`src/rtl/acl_poll_sequencer.sv`:
```
// Accelerometer poll sequencer: one-time config burst over a byte SPI master, then 6-byte X/Y/Z reads per sample tick.
// Build option: define ACL_TIMEOUT_EN to add the spi_done watchdog (timeout_err is tied low otherwise).
//
// state       | meaning
// S_IDLE      | disabled, no frame in flight
// S_CFG_ISSUE | waiting for spi_busy=0 to launch config frame idx
// S_CFG_WAIT  | config frame in flight
// S_WAIT_TICK | configured, waiting for the sample tick
// S_RD_ISSUE  | waiting for spi_busy=0 to launch read of data byte idx
// S_RD_WAIT   | read frame in flight
// S_UPDATE    | acc_* just loaded, data_valid high
module acl_poll_sequencer #(
   parameter int unsigned TICK_END    = 10000000,
   parameter logic [15:0] CFG0_WORD   = 16'h2D08,
   parameter logic [15:0] CFG1_WORD   = 16'h3100,
   parameter logic [7:0]  RD_BASE     = 8'h32,
   parameter int unsigned TIMEOUT_CYC = 4095
) (
   input  logic        CLK,
   input  logic        RST,
   input  logic        en,
   input  logic        spi_busy,
   input  logic        spi_done,
   input  logic [7:0]  spi_rx,
   output logic        spi_start,
   output logic [15:0] spi_tx,
   output logic [15:0] acc_x,
   output logic [15:0] acc_y,
   output logic [15:0] acc_z,
   output logic        data_valid,
   output logic        cfg_done,
   output logic        overrun,
   output logic        active,
   output logic        timeout_err
);

   localparam int unsigned TW = (TICK_END > 0) ? $clog2(TICK_END + 1) : 1;
   localparam logic [TW-1:0] TICK_TC = TW'(TICK_END);

   typedef enum logic [2:0] {
      S_IDLE, S_CFG_ISSUE, S_CFG_WAIT, S_WAIT_TICK, S_RD_ISSUE, S_RD_WAIT, S_UPDATE
   } state_t;

   state_t        state, state_nxt;
   logic [2:0]    idx, idx_nxt;
   logic [TW-1:0] tick_cnt;
   logic          tick_run, tick;
   logic          wd_fire, done_ok;
   logic [7:0]    shadow [5];
   logic [7:0]    rd_addr;
   logic [15:0]   cfg_frame, rd_frame;

   assign tick_run = en && cfg_done;
   assign tick     = tick_run && (tick_cnt == TICK_TC);

   always_ff @(posedge CLK or posedge RST) begin
      if (RST)                   tick_cnt <= '0;
      else if (!tick_run || tick) tick_cnt <= '0;
      else                       tick_cnt <= tick_cnt + 1'b1;
   end

`ifdef ACL_TIMEOUT_EN
   localparam int unsigned WW = (TIMEOUT_CYC > 1) ? $clog2(TIMEOUT_CYC) : 1;
   localparam logic [WW-1:0] WD_LOAD = WW'(TIMEOUT_CYC - 1);

   logic          in_wait;
   logic [WW-1:0] wd_cnt;

   assign in_wait = (state == S_CFG_WAIT) || (state == S_RD_WAIT);
   assign wd_fire = in_wait && !spi_done && (wd_cnt == '0);

   // Reloaded in every non-WAIT cycle so each frame gets a full window.
   always_ff @(posedge CLK or posedge RST) begin
      if (RST)              wd_cnt <= '0;
      else if (!in_wait)    wd_cnt <= WD_LOAD;
      else if (wd_cnt != '0) wd_cnt <= wd_cnt - 1'b1;
   end

   always_ff @(posedge CLK or posedge RST) begin
      if (RST)          timeout_err <= 1'b0;
      else if (wd_fire) timeout_err <= 1'b1;
   end
`else
   assign wd_fire     = 1'b0;
   assign timeout_err = 1'b0;
`endif

   assign done_ok   = spi_done && !wd_fire;
   assign cfg_frame = idx[0] ? CFG1_WORD : CFG0_WORD;
   assign rd_addr   = RD_BASE + {5'd0, idx};
   assign rd_frame  = {8'h80 | rd_addr, 8'h00};

   always_comb begin
      state_nxt = state;
      idx_nxt   = idx;
      spi_start = 1'b0;
      spi_tx    = '0;
      case (state)
         S_IDLE: begin
            if (en) begin
               idx_nxt   = '0;
               state_nxt = cfg_done ? S_WAIT_TICK : S_CFG_ISSUE;
            end
         end
         S_CFG_ISSUE: begin
            spi_tx = cfg_frame;
            if (!en) state_nxt = S_IDLE;
            else if (!spi_busy) begin
               spi_start = 1'b1;
               state_nxt = S_CFG_WAIT;
            end
         end
         S_CFG_WAIT: begin
            spi_tx = cfg_frame;
            if (wd_fire) state_nxt = S_IDLE;
            else if (spi_done) begin
               if (!en)               state_nxt = S_IDLE;
               else if (idx == 3'd1) state_nxt = S_WAIT_TICK;
               else begin
                  idx_nxt   = 3'd1;
                  state_nxt = S_CFG_ISSUE;
               end
            end
         end
         S_WAIT_TICK: begin
            if (!en) state_nxt = S_IDLE;
            else if (tick) begin
               idx_nxt   = '0;
               state_nxt = S_RD_ISSUE;
            end
         end
         S_RD_ISSUE: begin
            spi_tx = rd_frame;
            if (!en) state_nxt = S_IDLE;
            else if (!spi_busy) begin
               spi_start = 1'b1;
               state_nxt = S_RD_WAIT;
            end
         end
         S_RD_WAIT: begin
            spi_tx = rd_frame;
            if (wd_fire) state_nxt = S_IDLE;
            else if (spi_done) begin
               if (!en)               state_nxt = S_IDLE;
               else if (idx == 3'd5) state_nxt = S_UPDATE;
               else begin
                  idx_nxt   = idx + 3'd1;
                  state_nxt = S_RD_ISSUE;
               end
            end
         end
         S_UPDATE: state_nxt = S_WAIT_TICK;
         default:  state_nxt = S_IDLE;
      endcase
   end

   assign data_valid = (state == S_UPDATE);
   assign active     = (state != S_IDLE);

   // acc_* load on the 6th done so they change exactly in the data_valid cycle; byte 5 comes straight from spi_rx.
   always_ff @(posedge CLK or posedge RST) begin
      if (RST) begin
         state    <= S_IDLE;
         idx      <= '0;
         cfg_done <= 1'b0;
         overrun  <= 1'b0;
         acc_x    <= '0;
         acc_y    <= '0;
         acc_z    <= '0;
      end else begin
         state <= state_nxt;
         idx   <= idx_nxt;
         if ((state == S_CFG_WAIT) && done_ok && (idx == 3'd1))
            cfg_done <= 1'b1;
         if (tick && ((state == S_RD_ISSUE) || (state == S_RD_WAIT) || (state == S_UPDATE)))
            overrun <= 1'b1;
         if ((state == S_RD_WAIT) && (state_nxt == S_UPDATE)) begin
            acc_x <= {shadow[1], shadow[0]};
            acc_y <= {shadow[3], shadow[2]};
            acc_z <= {spi_rx, shadow[4]};
         end
      end
   end

   always_ff @(posedge CLK or posedge RST) begin
      if (RST) begin
         for (int k = 0; k < 5; k++) shadow[k] <= '0;
      end else if ((state == S_RD_WAIT) && done_ok && (idx < 3'd5)) begin
         shadow[idx] <= spi_rx;
      end
   end

endmodule

```
`config.mk`:
```
export PLATFORM = sky130hd
export DESIGN_NAME = acl_poll_sequencer
export DESIGN_NICKNAME = d
export VERILOG_FILES = /design/src/rtl/acl_poll_sequencer.sv
export SDC_FILE = /design/constraint.sdc
export NUM_CORES = 1
export LEC_CHECK = 0
export CORE_MARGIN = 3
export CORE_UTILIZATION = 55
export CTS_BUF_LIST = sky130_fd_sc_hd__clkbuf_2
export CTS_CLUSTER_DIAMETER = 80
export CTS_CLUSTER_SIZE = 16
export DETAILED_ROUTE_END_ITERATION = 8
export DONT_BUFFER_PORTS = 1
export GPL_ROUTABILITY_DRIVEN = 0
export PLACE_DENSITY = 0.74
export SLEW_MARGIN = 30
export SYNTH_ARGS = -nofsm -noshare
export SYNTH_HDL_FRONTEND = slang
export SYNTH_SLANG_ARGS = --single-unit
export TNS_END_PERCENT = 1
```
`constraint.sdc`:
```
create_clock -name CLK -period 6.6 [get_ports CLK]
set_input_delay 0.99 -clock CLK [delete_from_list [all_inputs] [get_ports CLK]]
set_output_delay 0.99 -clock CLK [all_outputs]
set_load 0.005 [all_outputs]
```
## Word-level counts from Yosys, hierarchy flattened

Index checks and enable logic that the tools add are counted.

| word-level totals | value |
|---|---|
| register bits after elaboration | 120 |
| latch bits | 0 |
| RAM bits | 0 |
| memory bits (read-only) | 0 |
| bits of input ports | 13 |
| output and inout bits | 70 |
| memories kept | 0 |

| cells by class | value |
|---|---|
| add/subtract/negate cells | 3 |
| $mul | 0 |
| divide/modulo/power cells | 0 |
| $lt $le $gt $ge | 3 |
| eq/ne operators | 19 |
| shift-type cells | 0 |
| mux-type cells | 34 |
| bitwise operators | 1 |
| reduce and logical (&&, ||, !) cells | 20 |

Operator list:

| cell | count |
|---|---|
| 2-to-1 mux 3 bit | 19 |
| bitwise mux 40 bit | 1 |
| one-hot mux 16 bit (2 select lines) | 1 |
| adder 24 x 1 -> 24 bit (second input constant) | 1 |
| demux 8 bit (select 3 bit) | 1 |
| == test 24 bit (second input constant) | 1 |
| 2-to-1 mux 24 bit | 1 |
| one-hot mux 3 bit (7 select lines) | 1 |
| != test 2 bit (second input constant) | 9 |
| == test 3 bit (second input constant) | 5 |
| 2-to-1 mux 13 bit | 1 |
| one-hot mux 3 bit (4 select lines) | 1 |
| AND reduction 10 bit | 1 |
| logical AND 1 bit | 9 |
| 2-to-1 mux 2 bit | 4 |
| 2-to-1 mux 8 bit | 1 |
| adder 6 x 3 -> 7 bit (first input constant) | 1 |
| == test 3 x 1 -> 1 bit (second input constant) | 2 |
| == test 3 x 2 -> 1 bit (second input constant) | 2 |
| OR reduction 2 bit | 3 |
| greater-or-equal comparator 4 bit (second input constant) | 1 |
| < comparator 4 x 1 -> 1 bit (second input constant) | 1 |
| inverter 3 -> 4 bit | 1 |
| nonzero test 4 bit | 1 |
| 7 further kinds | 11 |

## Longest topological paths before layout

| depth | value |
|---|---|
| depth after elaboration | 7 |
| mapped depth | 8 |

## Worst setup path before layout

OpenSTA, ideal clock, no wires.

| timing | value |
|---|---|
| kind | input to register |
| from | input port en |
| to | register acc_y[0] |
| arrival | 2.180 ns |
| setup slack | 4.293 ns |
| stages on the path | 6 |
| buffers on the path | 3 |
| cells stage by stage | buf_6 -> nand2_1 -> nor3_1 -> buf_2 -> buf_2 -> mux2_1 |

| between the ends | value |
|---|---|
| cells in the longest elaborated chain, start to end | 7 |

RTL lines:

| what | line | text |
|---|---|---|
| start: declaration | 21 | `input logic en,` |
| logical AND 1 bit | 53 | `assign tick_run = en && cfg_done;` |
| logical AND 1 bit | 54 | `assign tick = tick_run && (tick_cnt == TICK_TC);` |
| 2-to-1 mux 3 bit | 127 | `else if (tick) begin` |
| 2-to-1 mux 3 bit | 126 | `if (!en) state_nxt = S_IDLE;` |
| one-hot mux 3 bit (7 select lines) (*) | 98 | `case (state)` |
| == test 3 bit (*) | 177 | `if ((state == S_RD_WAIT) && (state_nxt == S_UPDATE)) begin` |
| logical AND 1 bit (*) | 177 |  |
| end signal: assignment | 179 | `acc_y <= {shadow[3], shadow[2]};` |
| end: declaration | 28 | `output logic [15:0] acc_y,` |

Every way passes the cells marked *; elsewhere a longest branch is shown, timed or not.
A chain may end at the register's enable or synchronous reset.

## Final worst setup path

| timing | value |
|---|---|
| from | register state[0] |
| to | output port spi_tx[12] |

| between the ends | value |
|---|---|
| cells in the longest elaborated chain, start to end | 3 |

RTL lines:

| what | line | text |
|---|---|---|
| start: declaration | 44 | `state_t state, state_nxt;` |
| start signal: assignment | 171 | `state <= state_nxt;` |
| == test 3 bit (tied with other cells) | 98 |  |
| OR reduction 2 bit (no source line) | - |  |
| one-hot mux 16 bit (2 select lines) (*) | 98 |  |
| end: declaration | 26 | `output logic [15:0] spi_tx,` |

Marked as above.

==> impl_results.md <==
- PD cells: between 200 and 250 mW/mm^2
- EDFF count, synth: 0
- Critical path depth: 3
- Crit path max-delay family: simple AND/OR/NAND/NOR gates
- Num CTS Buffers: 17
- N_diodes: 0
- Post-synthesis sequential area ratio: 0.566
- Clk slew on worst S/H paths: between 0.15 and 0.2 ns
- RSZ-0062 raised after global routing: false
- WP data required: 5.61 ns
- Yosys cell types: slightly above 50
- Leading cell types by total area after synthesis: dfrtp_1 (57%), mux2_2 (17%), xor2_1 (3.0%), nor2_1 (2.4%), mux2_1 (2.3%)
- Clock skew: between 0.03 and 0.04 ns
- Period Utilization, post-route: 0.458
- Cells on worst reg2reg path: 5
- CP cell instances: or3_1, and2_1, o21a_1
- CTS sink count: 120
- # hold bufs at CTS: 0
- # Max-Cap Violations: 0
- Design area: 0.00560 sq mm
- Crit-path max FO: 18
- Layout cells sized above 1: 0.300
- Global-route wire length before repair: around 16 mm
- Placed standard-cell area: 0.00537 sq mm
- Leading area contributor after synthesis: dfrtp_1
- Slowest stage cell, crit path: dfrtp_1
- Footprint of the multi-input gates: approximately 0.0021 sq mm
- CTS max path bufs: 2
- Wire per inst: roughly 18 um
- Area growth syn-to-layout: 5.61%
- FP Rows: 35
- CTS tree: done
- Yosys warns: 0
- Port bufs: 0
- Overflow after GRT: 0
- Post-route ant nets: 0
- Fin crit period: 3.02 ns
- Post-CTS Resized: 0
- I/O pins: between 80 and 90
- Most frequent cell after synthesis: dfrtp_1
- DP HPWL: 6.67 mm
- Final nets: 438
- Die height: approximately 100 um
- Max IR drop VDD: between 100 and 150 uV
- DR pass1 iterations: 5
- Detailed-route via count: ~3,100
- Routed WL: between 9 and 10 mm
- CP max stage delay: 0.62 ns
- Final hold violations: 0
- Vias in the first global route: around 3,200
- Static leakage: ~2.7 nW
- Status: finished clean
- Final setup TNS: 0 ns
- Critical path class: flip-flop to output pin
- Global-route usage over all layers: 0.190
- Drt drc: 0
- CP Launch Type: flip-flop
- Max_slew headroom: 0.393
- Worst skew pair latency: approximately 0.67 ns
- Post-synth top area share: 0.566
- Routed vias/inst: ~5.6
- Initial DRC Count: 106
- Layout fillers: 748
- Syn_area_per_cell: roughly 13 sq um
- Core area: 0.00933 sq mm
- Seq cells post-synth: 120
- Crit. End Element: output pin
- Initial core utilization: 0.569
- Post-synth top flop: dfrtp_1
- Pins over their slew limit: 0
- Share of synthesized registers carrying an async set or reset: 1.00
- H-tree Lvls: 4
- Commonest cells post-synth: dfrtp_1 (120), mux2_2 (79), nor2_1 (34)
- FF+latch area: approximately 0.003 sq mm
- Worst endpoint data arrival time: between 2 and 2.5 ns
- Post-CTS setup buffer count: 0
- Synth Cell Area: roughly 0.0053 sq mm
- Clock root buffer: clkbuf_2
- Die area: 0.0109 sq mm
- Largest net degree at the start of global routing: 80
- FMAX: ~330 MHz
- Endpoints failing setup: 0
- Worst min path class: input port to async pin
- Initial antenna violation count: 0
- Post-Syn Instances: just over 400
- Worst-Margin Slew: a little over 0.9 ns
- Die W: around 100 um
- CP Buf/Inv Count: 0
==> cell usage in the layout, fill, tap and decap left out, types with 6 or more instances in the layout <==
| cell | instances |
|---|---|
| nor2_1 | 34 |
| inv_1 | 8 |
| clkbuf_2 | 17 |
| nand4_1 | 7 |
| nand3_1 | 12 |
| conb_1 | 9 |
| ha_1 | 8 |
| xnor2_1 | 6 |
| dfrtp_1 | 120 |
| mux2_1 | 11 |
| xor2_1 | 18 |
| mux2_2 | 79 |
| nand2_1 | 17 |
| o21ai_0 | 7 |
==> logic make-up after synthesis <==
family,Yosys count,synth area share
adder cells (fa/ha/maj),8,0.0189
buffers and inverters,36,0.0363
AND/OR/NAND/NOR,107,0.111
other,1,0.000707
AO/OA/AOI/OAI,27,0.0361
XOR/XNOR,24,0.0396
flip-flops,120,0.566
multiplexers,90,0.191
==> cell type report <==
| type | count | area share |
|---|---|---|
| clock buffer | 17 | 0.0152 |
| sequential | 120 | 0.536 |
| multi-input combinational | 265 | 0.383 |
| clock inverter | 15 | 0.0255 |
| inverter | 10 | 0.00715 |
| timing repair buffer | 3 | 0.00469 |
| tap | 129 | 0.0288 |
==> state kept, by name (all words and copies together), names as in the netlist <==
| signal | flops |
|---|---|
| acc_x | 16 |
| tick_cnt | 24 |
| cfg_done | 1 |
| acc_z | 16 |
| overrun | 1 |
| shadow | 40 |
| state | 3 |
| acc_y | 16 |
| idx | 3 |
==> path summary, 6_finish.rpt <==
kind / startpoint / to / slack (ns)
min in group CLK: spi_rx[0] / shadow[8] / 0.45
min: RST / acc_z[9] / 0.22
min reg2reg: overrun / overrun / 0.52
max in group asynchronous: RST / idx[2] / 5.33
max: state[0] / spi_tx[12] / 3.58
max reg2reg: tick_cnt[8] / tick_cnt[14] / 4.18
==> power breakdown <==
part / switching (mW) / leakage [nW] / total [mW] / internal [mW]
Sequential: 0.0352 / 1.67 / 0.783 / 0.748
Clock: 0.301 / 0.131 / 0.444 / 0.143
Combinational: 0.0814 / 0.931 / 0.133 / 0.0512
==> metal layers <==
layer / global-route usage / wire, um / up-vias / share of wire
li1: - / - / 1430 / -
met5: 0 / 0 / - / 0
met2: 0.291 / 4690 / 81 / 0.48
met1: 0.251 / 4360 / 1581 / 0.44
met3: 0.0795 / 636 / 17 / 0.065
met4: 0.0532 / 136 / 0 / 0.014
==> through the flow <==
stage / utilization / setup WS [ns] / hold slack [ns] / power (mW) / std cells
after floorplan: - / 2.42 / 0.460 / 0.908 / 421
after global placement: 0.576 / 4.26 / 0.472 / 0.925 / 527
after detailed placement: 0.576 / 4.18 / 0.488 / 0.929 / 527
after CTS: 0.600 / 3.56 / 0.213 / 1.37 / 559
after global routing: 0.601 / 3.39 / 0.182 / 1.44 / 559
final: 0.601 / 3.58 / 0.222 / 1.36 / 559
Power figures use the tool's default switching activity.
